[src/rtl/lc3_pkg.sv]
// Shared encodings for the LC-3 control unit and the datapath mux layer:
// FSM state names, opcode values, mux/ALU select codes and the control word.
package lc3_pkg;

    typedef enum logic [4:0] {
        S_HALTED,
        S_18, S_33, S_35, S_32,
        S_01, S_05, S_09,
        S_00, S_22,
        S_12,
        S_04, S_21,
        S_06, S_25, S_27,
        S_07, S_23, S_16,
        S_P1, S_P2
    } state_t;

    // IR[15:12] values decoded in S32
    localparam logic [3:0] OP_BR    = 4'b0000;
    localparam logic [3:0] OP_ADD   = 4'b0001;
    localparam logic [3:0] OP_JSR   = 4'b0100;
    localparam logic [3:0] OP_AND   = 4'b0101;
    localparam logic [3:0] OP_LDR   = 4'b0110;
    localparam logic [3:0] OP_STR   = 4'b0111;
    localparam logic [3:0] OP_NOT   = 4'b1001;
    localparam logic [3:0] OP_JMP   = 4'b1100;
    localparam logic [3:0] OP_PAUSE = 4'b1101;

    // PC input select
    localparam logic [1:0] PCMUX_PC1   = 2'b00;
    localparam logic [1:0] PCMUX_BUS   = 2'b01;
    localparam logic [1:0] PCMUX_ADDER = 2'b10;

    // Second address-adder operand
    localparam logic [1:0] ADDR2_ZERO  = 2'b00;
    localparam logic [1:0] ADDR2_OFF6  = 2'b01;
    localparam logic [1:0] ADDR2_OFF9  = 2'b10;
    localparam logic [1:0] ADDR2_OFF11 = 2'b11;

    // ALU function
    localparam logic [1:0] ALUK_ADD   = 2'b00;
    localparam logic [1:0] ALUK_AND   = 2'b01;
    localparam logic [1:0] ALUK_NOT   = 2'b10;
    localparam logic [1:0] ALUK_PASSA = 2'b11;

    // Every control output of the unit, in one bundle
    typedef struct packed {
        logic       ld_mar;
        logic       ld_mdr;
        logic       ld_ir;
        logic       ld_ben;
        logic       ld_cc;
        logic       ld_reg;
        logic       ld_pc;
        logic       ld_led;
        logic       gate_pc;
        logic       gate_mdr;
        logic       gate_alu;
        logic       gate_marmux;
        logic [1:0] pcmux;
        logic       drmux;
        logic       sr1mux;
        logic       sr2mux;
        logic       addr1mux;
        logic [1:0] addr2mux;
        logic [1:0] aluk;
        logic       mem_ce;
        logic       mem_ub;
        logic       mem_lb;
        logic       mem_oe;
        logic       mem_we;
    } ctrl_t;

    // Quiescent control word: nothing loaded, nothing gated, SRAM deselected
    function automatic ctrl_t idle_ctrl();
        ctrl_t c;
        c        = '0;
        c.mem_ce = 1'b1;
        c.mem_ub = 1'b1;
        c.mem_lb = 1'b1;
        c.mem_oe = 1'b1;
        c.mem_we = 1'b1;
        return c;
    endfunction

    // States that hold for MEM_WAIT cycles while the SRAM access completes
    function automatic logic is_mem_state(input state_t s);
        return (s == S_33) || (s == S_25) || (s == S_16);
    endfunction

endpackage

[src/rtl/lc3_mem_wait_ctr.sv]
// Dwell counter for the memory states: counts cycles spent in the current
// memory state and flags the last one so the FSM can move on.
module lc3_mem_wait_ctr
    import lc3_pkg::*;
#(
    parameter int MEM_WAIT = 2
) (
    input  logic clk,
    input  logic rst_n,
    input  logic active,
    output logic done
);

    localparam logic [3:0] LAST = 4'(MEM_WAIT - 1);

    logic [3:0] cnt;

    assign done = active && (cnt == LAST);

    // Count while in a memory state; restart at zero on exit so the next entry begins fresh
    always_ff @(posedge clk or negedge rst_n) begin
        // NOTE: sequential state uses non-blocking assignments so every flop samples pre-edge values.
        if (!rst_n) begin
            cnt <= '0;
        end else if (!active || done) begin
            cnt <= '0;
        end else begin
            cnt <= cnt + 4'd1;
        end
    end

endmodule

[src/rtl/lc3_control_unit.sv]
// LC-3 control unit: Moore FSM for fetch/decode/execute of ADD, AND, NOT,
// BR, JMP, JSR, LDR, STR and PAUSE. Produces only control strobes; the
// datapath lives elsewhere.
module lc3_control_unit
    import lc3_pkg::*;
#(
    parameter int MEM_WAIT = 2
) (
    input  logic       Clk,
    input  logic       Reset_n,
    input  logic       Run,
    input  logic       Continue,
    input  logic [3:0] Opcode,
    input  logic       IR_5,
    input  logic       IR_11,
    input  logic       BEN,
    output logic       LD_MAR,
    output logic       LD_MDR,
    output logic       LD_IR,
    output logic       LD_BEN,
    output logic       LD_CC,
    output logic       LD_REG,
    output logic       LD_PC,
    output logic       LD_LED,
    output logic       GatePC,
    output logic       GateMDR,
    output logic       GateALU,
    output logic       GateMARMUX,
    output logic [1:0] PCMUX,
    output logic       DRMUX,
    output logic       SR1MUX,
    output logic       SR2MUX,
    output logic       ADDR1MUX,
    output logic [1:0] ADDR2MUX,
    output logic [1:0] ALUK,
    output logic       Mem_CE,
    output logic       Mem_UB,
    output logic       Mem_LB,
    output logic       Mem_OE,
    output logic       Mem_WE
);

    state_t state;
    state_t state_next;
    ctrl_t  ctrl;
    logic   mem_done;

    lc3_mem_wait_ctr #(
        .MEM_WAIT (MEM_WAIT)
    ) u_wait (
        .clk    (Clk),
        .rst_n  (Reset_n),
        .active (is_mem_state(state)),
        .done   (mem_done)
    );

    // State register; reset drops straight to HALTED, which also releases Mem_WE mid-write
    always_ff @(posedge Clk or negedge Reset_n) begin
        if (!Reset_n) begin
            state <= S_HALTED;
        end else begin
            state <= state_next;
        end
    end

    // Next-state logic
    always_comb begin
        // NOTE: default assigned first so no path leaves state_next unassigned (no latch).
        state_next = state;
        unique case (state)
            S_HALTED: if (Run) state_next = S_18;
            S_18:     state_next = S_33;
            S_33:     if (mem_done) state_next = S_35;
            S_35:     state_next = S_32;
            S_32: begin
                case (Opcode)
                    OP_ADD:   state_next = S_01;
                    OP_AND:   state_next = S_05;
                    OP_NOT:   state_next = S_09;
                    OP_BR:    state_next = S_00;
                    OP_JMP:   state_next = S_12;
                    // Both IR_11 forms take the PC-relative subroutine path
                    OP_JSR:   state_next = IR_11 ? S_04 : S_04;
                    OP_LDR:   state_next = S_06;
                    OP_STR:   state_next = S_07;
                    OP_PAUSE: state_next = S_P1;
                    default:  state_next = S_18;
                endcase
            end
            S_01, S_05, S_09: state_next = S_18;
            S_00:     state_next = BEN ? S_22 : S_18;
            S_22:     state_next = S_18;
            S_12:     state_next = S_18;
            S_04:     state_next = S_21;
            S_21:     state_next = S_18;
            S_06:     state_next = S_25;
            S_25:     if (mem_done) state_next = S_27;
            S_27:     state_next = S_18;
            S_07:     state_next = S_23;
            S_23:     state_next = S_16;
            S_16:     if (mem_done) state_next = S_18;
            S_P1:     if (Continue) state_next = S_P2;
            S_P2:     if (!Continue) state_next = S_18;
            default:  state_next = S_HALTED;
        endcase
    end

    // Control word decoded from the current state; idle values unless a state overrides
    always_comb begin
        ctrl = idle_ctrl();
        unique case (state)
            S_18: begin
                ctrl.gate_pc = 1'b1;
                ctrl.ld_mar  = 1'b1;
                ctrl.pcmux   = PCMUX_PC1;
                ctrl.ld_pc   = 1'b1;
            end
            S_33, S_25: begin
                ctrl.mem_ce = 1'b0;
                ctrl.mem_oe = 1'b0;
                ctrl.mem_ub = 1'b0;
                ctrl.mem_lb = 1'b0;
                ctrl.ld_mdr = 1'b1;
            end
            S_35: begin
                ctrl.gate_mdr = 1'b1;
                ctrl.ld_ir    = 1'b1;
            end
            S_32: ctrl.ld_ben = 1'b1;
            S_01, S_05, S_09: begin
                ctrl.sr1mux   = 1'b1;
                ctrl.sr2mux   = IR_5;
                ctrl.gate_alu = 1'b1;
                ctrl.drmux    = 1'b0;
                ctrl.ld_reg   = 1'b1;
                ctrl.ld_cc    = 1'b1;
                ctrl.aluk     = (state == S_01) ? ALUK_ADD :
                                (state == S_05) ? ALUK_AND : ALUK_NOT;
            end
            S_22: begin
                ctrl.addr1mux = 1'b0;
                ctrl.addr2mux = ADDR2_OFF9;
                ctrl.pcmux    = PCMUX_ADDER;
                ctrl.ld_pc    = 1'b1;
            end
            S_12: begin
                ctrl.sr1mux   = 1'b1;
                ctrl.addr1mux = 1'b1;
                ctrl.addr2mux = ADDR2_ZERO;
                ctrl.pcmux    = PCMUX_ADDER;
                ctrl.ld_pc    = 1'b1;
            end
            S_04: begin
                ctrl.gate_pc = 1'b1;
                ctrl.drmux   = 1'b1;
                ctrl.ld_reg  = 1'b1;
            end
            S_21: begin
                ctrl.addr1mux = 1'b0;
                ctrl.addr2mux = ADDR2_OFF11;
                ctrl.pcmux    = PCMUX_ADDER;
                ctrl.ld_pc    = 1'b1;
            end
            S_06, S_07: begin
                ctrl.sr1mux      = 1'b1;
                ctrl.addr1mux    = 1'b1;
                ctrl.addr2mux    = ADDR2_OFF6;
                ctrl.gate_marmux = 1'b1;
                ctrl.ld_mar      = 1'b1;
            end
            S_27: begin
                ctrl.gate_mdr = 1'b1;
                ctrl.drmux    = 1'b0;
                ctrl.ld_reg   = 1'b1;
                ctrl.ld_cc    = 1'b1;
            end
            S_23: begin
                ctrl.sr1mux   = 1'b0;
                ctrl.aluk     = ALUK_PASSA;
                ctrl.gate_alu = 1'b1;
                ctrl.ld_mdr   = 1'b1;
            end
            S_16: begin
                ctrl.mem_ce = 1'b0;
                ctrl.mem_we = 1'b0;
                ctrl.mem_ub = 1'b0;
                ctrl.mem_lb = 1'b0;
                ctrl.mem_oe = 1'b1;
            end
            S_P1: ctrl.ld_led = 1'b1;
            default: ;
        endcase
    end

    assign LD_MAR     = ctrl.ld_mar;
    assign LD_MDR     = ctrl.ld_mdr;
    assign LD_IR      = ctrl.ld_ir;
    assign LD_BEN     = ctrl.ld_ben;
    assign LD_CC      = ctrl.ld_cc;
    assign LD_REG     = ctrl.ld_reg;
    assign LD_PC      = ctrl.ld_pc;
    assign LD_LED     = ctrl.ld_led;
    assign GatePC     = ctrl.gate_pc;
    assign GateMDR    = ctrl.gate_mdr;
    assign GateALU    = ctrl.gate_alu;
    assign GateMARMUX = ctrl.gate_marmux;
    assign PCMUX      = ctrl.pcmux;
    assign DRMUX      = ctrl.drmux;
    assign SR1MUX     = ctrl.sr1mux;
    assign SR2MUX     = ctrl.sr2mux;
    assign ADDR1MUX   = ctrl.addr1mux;
    assign ADDR2MUX   = ctrl.addr2mux;
    assign ALUK       = ctrl.aluk;
    assign Mem_CE     = ctrl.mem_ce;
    assign Mem_UB     = ctrl.mem_ub;
    assign Mem_LB     = ctrl.mem_lb;
    assign Mem_OE     = ctrl.mem_oe;
    assign Mem_WE     = ctrl.mem_we;

endmodule

[config.mk]
export PLATFORM = sky130hd
export DESIGN_NAME = lc3_control_unit
export DESIGN_NICKNAME = d
export VERILOG_FILES = /design/src/rtl/lc3_pkg.sv /design/src/rtl/lc3_mem_wait_ctr.sv /design/src/rtl/lc3_control_unit.sv
export SDC_FILE = /design/constraint.sdc
export NUM_CORES = 1
export LEC_CHECK = 0
export CAP_MARGIN = 20
export CELL_PAD_IN_SITES_DETAIL_PLACEMENT = 1
export CELL_PAD_IN_SITES_GLOBAL_PLACEMENT = 2
export CORE_ASPECT_RATIO = 1.1
export CORE_MARGIN = 1
export CORE_UTILIZATION = 25
export CTS_CLUSTER_DIAMETER = 30
export DETAILED_ROUTE_END_ITERATION = 7
export PLACE_DENSITY = 0.84
export SLEW_MARGIN = 20
export SYNTH_ARGS = -nofsm -noshare
export SYNTH_HDL_FRONTEND = slang
export SYNTH_SLANG_ARGS = --single-unit
[constraint.sdc]
create_clock -name Clk -period 3.66 [get_ports Clk]
set_input_delay 0.549 -clock Clk [delete_from_list [all_inputs] [get_ports Clk]]
set_output_delay 0.549 -clock Clk [all_outputs]
set_load 0.005 [all_outputs]
Word level (Yosys, flattened, before mapping)
Cells that the tools add are included.
W data, S select, Z words.
{"block": "word_totals", "input_bits": 11, "output_inout_bits": 27, "ff_bits": 9, "elab_cells": 92}
{"block": "op_classes", "n_reduce_logical": 22, "n_addsub": 1, "n_eq_ne": 35, "mux": 32}
{"cell": "$pmux W5 S15", "n": 1}
{"cell": "$pmux W5 S9", "n": 1}
{"cell": "$eq A5 B4 Y1 const B", "n": 8}
{"cell": "$mux W5", "n": 6}
{"cell": "$eq A5 B5 Y1 const B", "n": 5}
{"cell": "$eq A5 B3 Y1 const B", "n": 4}
{"cell": "$eq A4 B3 Y1 const B", "n": 4}
{"cell": "$mux W1", "n": 16}
{"cell": "$eq A4 B4 Y1 const B", "n": 3}
{"cell": "$pmux W3 S4", "n": 1}
{"cell": "$reduce_or A3 Y1", "n": 4}
{"cell": "$reduce_or A4 Y1", "n": 3}
{"cell": "$eq A5 B2 Y1 const B", "n": 2}
{"cell": "$eq A4 B1 Y1 const B", "n": 2}
{"cell": "$mux W4", "n": 2}
{"cell": "$pmux W4 S2", "n": 1}
{"cell": "$reduce_or A2 Y1", "n": 4}
{"cell": "$reduce_or A7 Y1", "n": 1}
{"cell": "$mux W2", "n": 3}
{"cell": "$ne A2 B1 Y1 const B", "n": 3}
{"cell": "$ne A2 B2 Y1 const B", "n": 3}
{"cell": "$reduce_and A6 Y1", "n": 1}
{"cell": "$reduce_or A6 Y1", "n": 1}
{"cell": "$eq A5 B1 Y1 const B", "n": 1}
{"cell": "8 further kinds", "n": 10}

Longest topological paths before layout
Gate-level depths: netlist (run 1).
{"block": "logic_depth", "depth_word": 6, "mapped_depth": 6, "depth_no_buf": 6}

By module
A second synthesis (run 1) with hierarchy kept.
{"block": "hier_totals", "hier_cells": 159, "hier_area_um2": 1117.3}
{"module": "lc3_control_unit", "cells_per_inst": 141, "seq_area_each_um2": 125.1, "instances": 1, "area_per_inst_um2": 913.4}
{"module": "lc3_mem_wait_ctr", "cells_per_inst": 18, "seq_area_each_um2": 100.1, "instances": 1, "area_per_inst_um2": 203.9}

Worst setup path after synthesis (run 1)
Ideal clock, no wire load.
{"block": "synth_timing", "path_type": "reg2out", "startpoint": "register state[0]", "endpoint": "output port PCMUX[1]", "t_required_ns": 3.111, "path_buffers": 3, "arrival_time_ns": 1.322, "slack_ns": 1.789, "stages_incl_launch_ff": 6, "path_cell_list": "dfrtp_1 buf_2 clkbuf_1 buf_1 or2_2 a21oi_1"}
{"block": "synth_via", "elab_chain_cells": 3, "word_cells_on_any_way": 5, "cone_classes": "eq/ne (3); mux (1); reduce/logical (1)"}
{"element": "start: declaration", "line_no": "lc3_control_unit.sv:43", "source": "state_t state;"}
{"element": "start signal: assignment", "line_no": "lc3_control_unit.sv:62", "source": "state <= state_next;"}
{"element": "$eq A5 B4 Y1", "line_no": "lc3_control_unit.sv:111", "source": "unique case (state)"}
{"element": "$reduce_or A3 Y1 (no source line) *"}
{"element": "$mux W2 *", "line_no": "lc3_control_unit.sv:111"}
{"element": "end: declaration", "line_no": "lc3_control_unit.sv:29", "source": "output logic [1:0] PCMUX,"}
Every way passes the cells marked *; elsewhere a longest branch is shown, timed or not.

Final worst setup path (run 1)
{"block": "layout_timing", "startpoint": "register state[2]", "endpoint": "output port LD_MAR"}
{"block": "layout_via", "elab_chain_cells": 3, "word_cells_on_any_way": 5, "cone_classes": "eq/ne (3); mux (1); reduce/logical (1)"}
{"element": "$eq A5 B4 Y1 (tied with other cells)", "line_no": "lc3_control_unit.sv:111"}
{"element": "$reduce_or A3 Y1 (no source line) *"}
{"element": "$mux W1 *", "line_no": "lc3_control_unit.sv:111"}
{"element": "end: declaration", "line_no": "lc3_control_unit.sv:17", "source": "output logic LD_MAR,"}
Marks and branches as above.

==> impl_metrics.json, run 1 <==
{
  "antenna_found_initial": 0,
  "rows": 24,
  "clk_path_buf_depth": 2,
  "required_ns": 3.11,
  "dieWidth_um": 63.56,
  "synthSimpleGateAreaFrac_pct": 35.17,
  "skew_ns": 0.0008481,
  "synth_edf_count": 0,
  "hold_viol_final": 0,
  "drive_gt1_share_pct": 6.433,
  "antenna_cells": 0,
  "root_buffer": "clkbuf_8",
  "yosys_warnings": 0,
  "finalPower_mw": 1.137,
  "synth_cells": 146,
  "netSwitchingPower_uw": 519.6,
  "synth_top_cell_area_share_pct": 21.61,
  "p_int_uw": 617.0,
  "synth_cell_type_count": 48,
  "worstPathMaxFanout": 23,
  "crit_type": "reg -> out",
  "die_height_um": 69.72,
  "synth.area.mux_share_pct": 2.041,
  "start_util_pct": 26.10,
  "drtIter0Drc": 33,
  "nFillCells": 492,
  "clkLatencyLatePin_ns": 0.23,
  "cts.sinks": 9,
  "dieArea_um2": 4431,
  "cap_violations": 0,
  "post-cts-setup-buffers": 0,
  "ir_drop_mv": 0.3021,
  "ys_seq_elements": 9,
  "slew-limit-headroom_pct": 47.13,
  "finalWirelength_um": 3241,
  "synth_top_family_by_area": "simple AND/OR/NAND/NOR gates",
  "wire_per_inst_um": 14.53,
  "rr_startpoint": "state[0]",
  "grt_pass1_vias": 1210,
  "synth_top_area_cell": "dfrtp_1",
  "vias": 1165,
  "end_kind": "output pin",
  "cts_hold_buf": 0,
  "crit_start": "state[2]",
  "synth.area.top_cells": "dfrtp_1, nand2_1, a21oi_1, nor2_1, nand2b_1",
  "area_growth_pct": 37.94,
  "rsz0062_at_grt": "no",
  "clkPwrFrac_pct": 9.8,
  "synth_fa_ha_area_share_pct": 2.401,
  "io_buffers": 35,
  "path_common_cell": "a21oi_1",
  "ys.flop_type": "dfrtp_1",
  "cts_max_level": 1,
  "drc": 0,
  "path_buf_inv": 1,
  "startpoint_type": "flop",
  "synth_xor_area_share_pct": 5.042,
  "gp_congestion": 0.8098,
  "critPathSlowestCell": "dfrtp_1",
  "tritoncts": "built",
  "multiInputGateArea_um2": 729.5,
  "grt_pass1_wl_um": 5589,
  "cts_inserted_buffers": 3,
  "overflow": 0,
  "grt.total_usage_pct": 15.61,
  "seq_area_um2": 225.2,
  "worst_pin_slew_ns": 0.7930,
  "vias_per_cell": 5.224,
  "ctsResizeCount": 0,
  "drtPass1Iterations": 4,
  "seqPwrFrac_pct": 24.5,
  "synth_compound_gate_area_share_pct": 24.97,
  "setup_viol": 0,
  "hold_path.class": "reg -> reg",
  "ys_seq_area_share_pct": 21.61,
  "outcome": "finished clean",
  "synth_area_um2": 1042,
  "setup_tns_ns": 0,
  "crit_family": "flip-flops",
  "worstHoldStart": "u_wait.cnt[0]",
  "fin_hold_ws_ns": 0.5046,
  "finalCriticalPeriod_ns": 3.012,
  "ant_nets": 0,
  "period_share_pct": 82.29,
  "power_leakage_nw": 0.5607,
  "comb_power_share_pct": 65.7,
  "sw_frac_of_total_pct": 45.71,
  "cts.clk_slew.worst_paths_ns": 0.04,
  "crit_path_cell_trace": "or2_2 -> a21oi_1 -> nand2_1 -> a21oi_1 -> clkdlybuf4s50_1",
  "slew_viol_final": 0,
  "grt_max_degree": 28,
  "p_per_area_nw_per_um2": 790.6,
  "slowest_delay_ns": 0.64,
  "pin_count": 38,
  "hpwl_um": 2378,
  "fmax_mhz": 332.0,
  "syn_area_per_cell_um2": 7.139,
  "arrival_ns": 2.46,
  "coreArea_um2": 3994,
  "async_reset_ff_share_pct": 100.0,
  "syn_nets": 159,
  "fin_nets": 185
}
[cell type report]
class                           instances  area share [%]
Sequential cell                         9           15.67
Timing Repair Buffer                   36           24.89
Multi-Input combinational cell        118           50.74
Inverter                                4           1.044
Clock buffer                            4           3.133
Tap cell                               52           4.526
[synthesized netlist by cell type, types with 3 or more instances]
master	count
or2_2	4
clkbuf_1	3
buf_2	4
dfrtp_1	9
nor2b_1	4
buf_4	3
inv_1	4
nand3_1	4
buf_1	5
a21oi_1	11
o21ai_0	7
nor3_1	7
xnor2_1	4
a211o_1	3
nand2b_1	6
nor2_1	12
and3_1	4
nand2_1	15
[cells by family after synthesis]
group,after synthesis
other,1
AO/OA/AOI/OAI,39
adder cells (fa/ha/maj),2
buffers and inverters,19
AND/OR/NAND/NOR,68
XOR/XNOR,6
multiplexers,2
flip-flops,9
[worst register-to-register path, stage by stage (launching register included)]
cell	delay (ns)
dfrtp_1	0.85
nand2_1	0.35
or3_4	0.44
and3_1	0.17
a31oi_1	0.13
[stage by stage]
| stage | setup slack (ns) | cells | utilization, % | area, µm² |
|---|---|---|---|---|
| floorplan | 1.789 | 146 | - | 1042 |
| global placement | 0.9328 | 219 | 34.87 | 1393 |
| detailed placement | 0.8719 | 219 | 34.87 | 1393 |
| CTS | 0.6130 | 223 | 36.00 | 1438 |
| global route | 0.4483 | 223 | 36.00 | 1438 |
| finish | 0.6483 | 223 | 36.00 | 1438 |
[metal layers]
layer | share of wire, % | global-route usage (%) | routed length (µm)
met3 | 4.3 | 3.289 | 140
met4 | 1.2 | 4.293 | 38
met1 | 44 | 19.66 | 1442
met2 | 50 | 26.48 | 1620
met5 | 0 | 0 | 0
[path summary, 6_finish.rpt]
path,end,slack [ns],cells after the start
hold reg to reg,u_wait.cnt[0],0.50,1
max in group asynchronous,state[1],2.77,1
hold / removal,u_wait.cnt[0],0.50,1
setup reg to reg,state[2],1.64,4
setup / recovery,LD_MAR,0.65,5
min in group asynchronous,u_wait.cnt[0],0.61,1
[power by group through the flow]
stage | sequential, mW | combinational, mW | clock, mW
2_1_floorplan | 0.157 | 0.545 | 0
3_3_place_gp | 0.276 | 0.729 | 0
3_5_place_dp | 0.280 | 0.745 | 0
4_1_cts | 0.279 | 0.756 | 0.116
5_1_grt | 0.295 | 0.830 | 0.122
6_report | 0.279 | 0.747 | 0.111
[registers in the layout (all words and copies together) (netlist names)]
name	count
state	5
u_wait.cnt	4
[placed cells by master, fill, tap and decap left out, drive strengths merged, types with 3 or more instances in the layout]
cell            n
clkdlybuf4s50  35
nand2          15
nor2           12
a21oi          11
dfrtp           9
o21ai           8
nor3            7
nand2b          6
or2             4
nor2b           4
nand3           4
xnor2           4
inv             4
and3            4
clkbuf          4
a211o           3
or3             3
(Power assumes the default switching activity.)
==> run 2, diff against run 1 <==
--- a/config.mk
+++ b/config.mk
@@ -10,10 +10,10 @@
 export CELL_PAD_IN_SITES_GLOBAL_PLACEMENT = 2
 export CORE_ASPECT_RATIO = 1.1
 export CORE_MARGIN = 1
-export CORE_UTILIZATION = 25
+export CORE_UTILIZATION = 23
 export CTS_CLUSTER_DIAMETER = 30
 export DETAILED_ROUTE_END_ITERATION = 7
-export PLACE_DENSITY = 0.84
+export PLACE_DENSITY = 0.78
 export SLEW_MARGIN = 20
 export SYNTH_ARGS = -nofsm -noshare
 export SYNTH_HDL_FRONTEND = slang
==> constraint.sdc (replaced) <==
create_clock -name Clk -period 3.05 [get_ports Clk]
set_input_delay 0.4575 -clock Clk [delete_from_list [all_inputs] [get_ports Clk]]
set_output_delay 0.4575 -clock Clk [all_outputs]
set_load 0.005 [all_outputs]
==> run 2 against run 1 <==
Compared with the run above:
- clock-buffer cell count unchanged
- cell count increased by 2.7%
- clock skew increased by 0.0011 ns
- critical path type unchanged
- sequential power decreased by 6%
- die area increased by 8.4%
- core utilization decreased by 1.9 points
- global-route usage about the same
- final area increased by 2.3%
- non-clock buffer count increased by 4
==> impl_metrics.json, run 2 (synthesized netlist as in run 1, its figures left out) <==
{
  "worstPathMaxFanout": 12,
  "final_util_pct": 34.06,
  "met2_length_um": 1789,
  "crit_type": "reg -> out",
  "vias": 1187,
  "cts_max_level": 1,
  "post-cts-setup-buffers": 0,
  "ctsResizeCount": 0,
  "nFillCells": 533,
  "fin_ws_ns": 0.3054,
  "drive_gt1_share_pct": 8.571,
  "fin_nets": 189,
  "finalPower_mw": 1.402,
  "crit_path_cell_trace": "buf_4 -> or4b_1 -> nor2_1 -> clkdlybuf4s50_1",
  "antenna_cells": 0,
  "fin_area_um2": 1470,
  "antenna_found_initial": 0,
  "drtIter0Drc": 27,
  "sw_frac_of_total_pct": 45.22,
  "critPathSlowestCell": "dfrtp_1",
  "hold_depth": 1,
  "fin_cells": 229,
  "ant_nets": 0,
  "fmax_mhz": 364.3,
  "pin_count": 38,
  "gp_congestion": 0.7660,
  "reg2reg_to": "state[1]",
  "outcome": "finished clean",
  "reg2reg_depth": 5,
  "cts_inserted_buffers": 3,
  "ir_drop_mv": 0.2952,
  "overflow": 0,
  "rr_startpoint": "state[2]",
  "required_ns": 2.59,
  "coreArea_um2": 4317,
  "final_cell_mix": "clkdlybuf4s50_1, nand2_1, nor2_1",
  "tritoncts": "built",
  "p_per_area_nw_per_um2": 953.6,
  "seqPwrFrac_pct": 18.7,
  "finalCriticalPeriod_ns": 2.745,
  "top_regs": "state (5), u_wait.cnt (4)",
  "met1_length_um": 1530,
  "wire_per_inst_um": 15.21,
  "top_layer_used": "met4",
  "start_util_pct": 24.14,
  "met3WireLength_um": 143,
  "comb_power_share_pct": 71.5,
  "dp_slack_ns": 0.5257,
  "largest_reg_flops": 5,
  "io_buffers": 35,
  "grt_pass1_wl_um": 5954,
  "clkPwrFrac_pct": 9.8,
  "dieWidth_um": 66.19,
  "setup_viol": 0,
  "hold_viol_final": 0,
  "cts_hold_buf": 0,
  "root_buffer": "clkbuf_8",
  "clkLatencyLatePin_ns": 0.23,
  "slowest_delay_ns": 0.55,
  "placedCellCount": 225,
  "grt_pass1_vias": 1269,
  "arrival_ns": 2.29,
  "worstHoldStart": "u_wait.cnt[0]",
  "fin_hold_ws_ns": 0.4879,
  "grt_max_degree": 20,
  "hpwl_um": 2642,
  "clk_path_buf_depth": 2,
  "end_kind": "output pin",
  "power_leakage_nw": 0.5810,
  "rrSetupSlack_ns": 1.10,
  "slew_viol_final": 0,
  "finalWirelength_um": 3483,
  "multiInputGateArea_um2": 729.5,
  "grt.total_usage_pct": 15.57,
  "p_int_uw": 767.9,
  "die_height_um": 72.60,
  "rows": 25,
  "setup_tns_ns": 0,
  "placed_cell_area_um2": 1425,
  "netSwitchingPower_uw": 633.9,
  "startpoint_type": "flop",
  "final_common_cell": "clkdlybuf4s50_1",
  "drc": 0,
  "period_share_pct": 89.99,
  "cts.clk_slew.worst_paths_ns": 0.05,
  "area_growth_pct": 41.06,
  "min_to": "u_wait.cnt[0]",
  "seq_area_um2": 225.2,
  "hold_path.class": "reg -> reg",
  "cts.sinks": 9,
  "rsz0062_at_grt": "no",
  "top_register": "state",
  "cap_violations": 0,
  "dieArea_um2": 4805,
  "drtPass1Iterations": 4,
  "skew_ns": 0.001972,
  "vias_per_cell": 5.183
}
run 2: worst max-delay path by stage:
stage,from,end,slack (ns),depth (start not counted)
6_report,state[2],LD_BEN,0.31,4
3_3_place_gp,state[2],LD_BEN,0.58,4
2_1_floorplan,state[0],PCMUX[1],1.27,5
3_5_place_dp,state[2],LD_BEN,0.53,4
4_1_cts,state[2],LD_BEN,0.28,4
5_1_grt,state[3],LD_MDR,0.16,5
run 2: power by group through the flow:
stage	logic [mW]	registers (mW)	clock network [mW]
floorplan	0.654	0.189	0
global placement	0.984	0.260	0
detailed placement	0.998	0.266	0
CTS	1.01	0.263	0.141
global route	1.11	0.278	0.148
finish	1.00	0.262	0.138
run 2: final cells by class:
cell class | count | area share [%]
Clock buffer | 4 | 3.064
Inverter | 4 | 1.021
Multi-Input combinational cell | 118 | 49.62
Sequential cell | 9 | 15.32
Tap cell | 54 | 4.596
Timing Repair Buffer | 40 | 26.38
run 2: worst max-delay path, delay by kind of cell (launching register included):
family	cells	cell delay, ns
buffers and inverters	2	0.81
flip-flops	1	0.55
AND/OR/NAND/NOR	2	0.70
run 2: routing by layer:
layer,vias to the layer above,track usage [%]
met5,-,0
met4,0,2.128
met3,2,2.344
met2,27,28.46
met1,580,19.51
li1,578,-
==> run 3, diff against run 2 <==
--- a/config.mk
+++ b/config.mk
@@ -5,15 +5,16 @@
 export SDC_FILE = /design/constraint.sdc
 export NUM_CORES = 1
 export LEC_CHECK = 0
+export ABC_AREA = 1
 export CAP_MARGIN = 20
 export CELL_PAD_IN_SITES_DETAIL_PLACEMENT = 1
 export CELL_PAD_IN_SITES_GLOBAL_PLACEMENT = 2
 export CORE_ASPECT_RATIO = 1.1
 export CORE_MARGIN = 1
-export CORE_UTILIZATION = 23
+export CORE_UTILIZATION = 21
 export CTS_CLUSTER_DIAMETER = 30
 export DETAILED_ROUTE_END_ITERATION = 7
-export PLACE_DENSITY = 0.78
+export PLACE_DENSITY = 0.8
 export SLEW_MARGIN = 20
 export SYNTH_ARGS = -nofsm -noshare
 export SYNTH_HDL_FRONTEND = slang
==> run 3 against run 2 <==
Compared with the run above:
- via count decreased by 7.2%
- die area is 2.1% lower
- combinational power down 36%
- clock power increased by 4%
- total power is 30% lower
- hold slack improved by 0.019 ns
- worst setup slack better by 0.20 ns
- critical endpoint is now SR1MUX
==> impl_metrics.json, run 3 <==
{
  "outcome": "finished clean",
  "p_per_area_nw_per_um2": 723.0,
  "coreArea_um2": 4285,
  "fin_cells": 242,
  "synth_most_common_cell": "nand2_1",
  "drtIter0Drc": 23,
  "dieWidth_um": 65.48,
  "cts.sinks": 9,
  "arrival_ns": 2.08,
  "ctsResizeCount": 0,
  "final_common_cell": "nand2_1",
  "period_share_pct": 83.34,
  "final_cell_mix": "nand2_1, clkdlybuf4s50_1, inv_1, nand3_1, nor2_1",
  "syn_area_per_cell_um2": 6.045,
  "gp_congestion": 0.7882,
  "synth_top_cell_area_share_pct": 24.19,
  "rr_startpoint": "state[2]",
  "path_buf_inv": 3,
  "antenna_found_initial": 0,
  "hpwl_um": 2540,
  "reg2reg_to": "state[4]",
  "required_ns": 2.59,
  "grt.total_usage_pct": 13.60,
  "synth.area.top_cells": "dfrtp_1, nand2_1, nand3_1, inv_1, nor2_1",
  "worstPathMaxFanout": 10,
  "end_kind": "output pin",
  "syn_nets": 167,
  "overflow": 0,
  "die_height_um": 71.83,
  "ant_nets": 0,
  "drive_gt1_share_pct": 7.447,
  "placedCellCount": 238,
  "io_buffers": 35,
  "ys_seq_area_share_pct": 24.19,
  "grt_max_degree": 13,
  "cts.clk_slew.worst_paths_ns": 0.05,
  "finalCriticalPeriod_ns": 2.542,
  "seq_area_um2": 225.2,
  "ys_seq_elements": 9,
  "slowest_delay_ns": 0.54,
  "dp_slack_ns": 0.7166,
  "synth_edf_count": 0,
  "startpoint_type": "flop",
  "reg2reg_depth": 7,
  "cts_hold_buf": 0,
  "async_reset_ff_share_pct": 100.0,
  "crit_start": "state[2]",
  "tritoncts": "built",
  "final_util_pct": 31.74,
  "rrSetupSlack_ns": 1.39,
  "vias_per_cell": 4.554,
  "dieArea_um2": 4703,
  "crit_end": "SR1MUX",
  "clk_path_buf_depth": 2,
  "setup_tns_ns": 0,
  "slew_viol_final": 0,
  "cap_violations": 0,
  "synth.top_cells.by_count": "nand2_1, inv_1, nand3_1",
  "top_regs": "state (5), u_wait.cnt (4)",
  "finalWirelength_um": 3035,
  "ir_drop_mv": 0.1817,
  "multiInputGateArea_um2": 581.8,
  "root_buffer": "clkbuf_8",
  "drtPass1Iterations": 4,
  "start_util_pct": 21.72,
  "yosys_warnings": 0,
  "hold_viol_final": 0,
  "critPathSlowestCell": "dfrtp_1",
  "fin_nets": 202,
  "path_common_cell": "inv_1",
  "rows": 25,
  "cts_max_level": 1,
  "grt_pass1_vias": 1110,
  "clkLatencyLatePin_ns": 0.24,
  "area_growth_pct": 46.10,
  "fmax_mhz": 393.4,
  "crit_path_cell_trace": "inv_1 -> nand2_4 -> nor2_1 -> nand2_1 -> o21ai_1 -> inv_1 -> nand3_1 -> clkdlybuf4s50_1",
  "skew_ns": 0.009026,
  "crit_type": "reg -> out",
  "cts_inserted_buffers": 3,
  "pin_count": 38,
  "antenna_cells": 0,
  "crit_family": "buffers and inverters",
  "top_register": "state",
  "drc": 0,
  "fin_ws_ns": 0.5082,
  "setup_viol": 0,
  "power_leakage_nw": 0.6896,
  "synth_area_um2": 930.9,
  "hold_path.class": "in -> async",
  "path_depth": 8,
  "wire_per_inst_um": 12.54,
  "vias": 1102,
  "grt_pass1_wl_um": 4995,
  "nFillCells": 552,
  "largest_reg_flops": 5,
  "ys.flop_type": "dfrtp_1",
  "rsz0062_at_grt": "no",
  "synth_top_area_cell": "dfrtp_1",
  "synth_cell_type_count": 23,
  "post-cts-setup-buffers": 0,
  "finalPower_uw": 983.3,
  "synth_cells": 154
}
==> run 3: worst min-delay path by stage <==
stage / startpoint / to
after global placement: u_wait.cnt[0] / u_wait.cnt[0]
after floorplan: Reset_n / state[0]
final: Reset_n / u_wait.cnt[3]
after detailed placement: u_wait.cnt[0] / u_wait.cnt[0]
after global routing: u_wait.cnt[0] / u_wait.cnt[0]
after CTS: u_wait.cnt[0] / u_wait.cnt[0]
==> run 3: cell families after synthesis <==
| logic type | count (synthesis) | synth area share [%] |
|---|---|---|
| AND/OR/NAND/NOR | 100 | 49.06 |
| buffers and inverters | 28 | 13.31 |
| AO/OA/AOI/OAI | 10 | 6.586 |
| flip-flops | 9 | 24.19 |
| XOR/XNOR | 4 | 3.764 |
| adder cells (fa/ha/maj) | 2 | 2.688 |
| other | 1 | 0.4028 |
==> run 3: layout make-up <==
| type | instances | area share, % |
|---|---|---|
| multi-input cells | 117 | 42.78 |
| repair buffers | 35 | 25.76 |
| inverters | 23 | 6.532 |
| well taps | 54 | 4.968 |
| clock inverters | 1 | 0.3680 |
| clock buffers | 3 | 3.036 |
| flip-flops and latches | 9 | 16.56 |
==> run 3: stage by stage <==
| stage | instance area (µm²) | hold WS [ns] |
|---|---|---|
| final | 1360 | 0.5064 |
| after CTS | 1360 | 0.5113 |
| after detailed placement | 1314 | 0.5044 |
| after floorplan | 930.9 | 0.1619 |
| after global placement | 1314 | 0.4760 |
| after global routing | 1360 | 0.5369 |
==> run 3: worst register-to-register path, cell delays in order, from the launching register on <==
cell and delay [ns]:
dfrtp_1 0.63, inv_1 0.15, nand2_4 0.11, nor2_2 0.05
o21ai_4 0.23, nand4_1 0.21, nand2_1 0.11, o21ai_1 0.07
==> run 3: power breakdown <==
group          total, mW  leakage [nW]  internal (mW)  switching, mW
Sequential         0.203         0.121          0.148         0.0547
Clock              0.143        0.0255         0.0896         0.0532
Combinational      0.638         0.543          0.296          0.342
==> run 3: per-layer routing <==
metal / GRT usage (%) / part of all wire, %
met3: 1.115 / 2.4
met1: 16.17 / 45
met5: 0 / 0
met2: 25.32 / 52
met4: 4.348 / 1.1
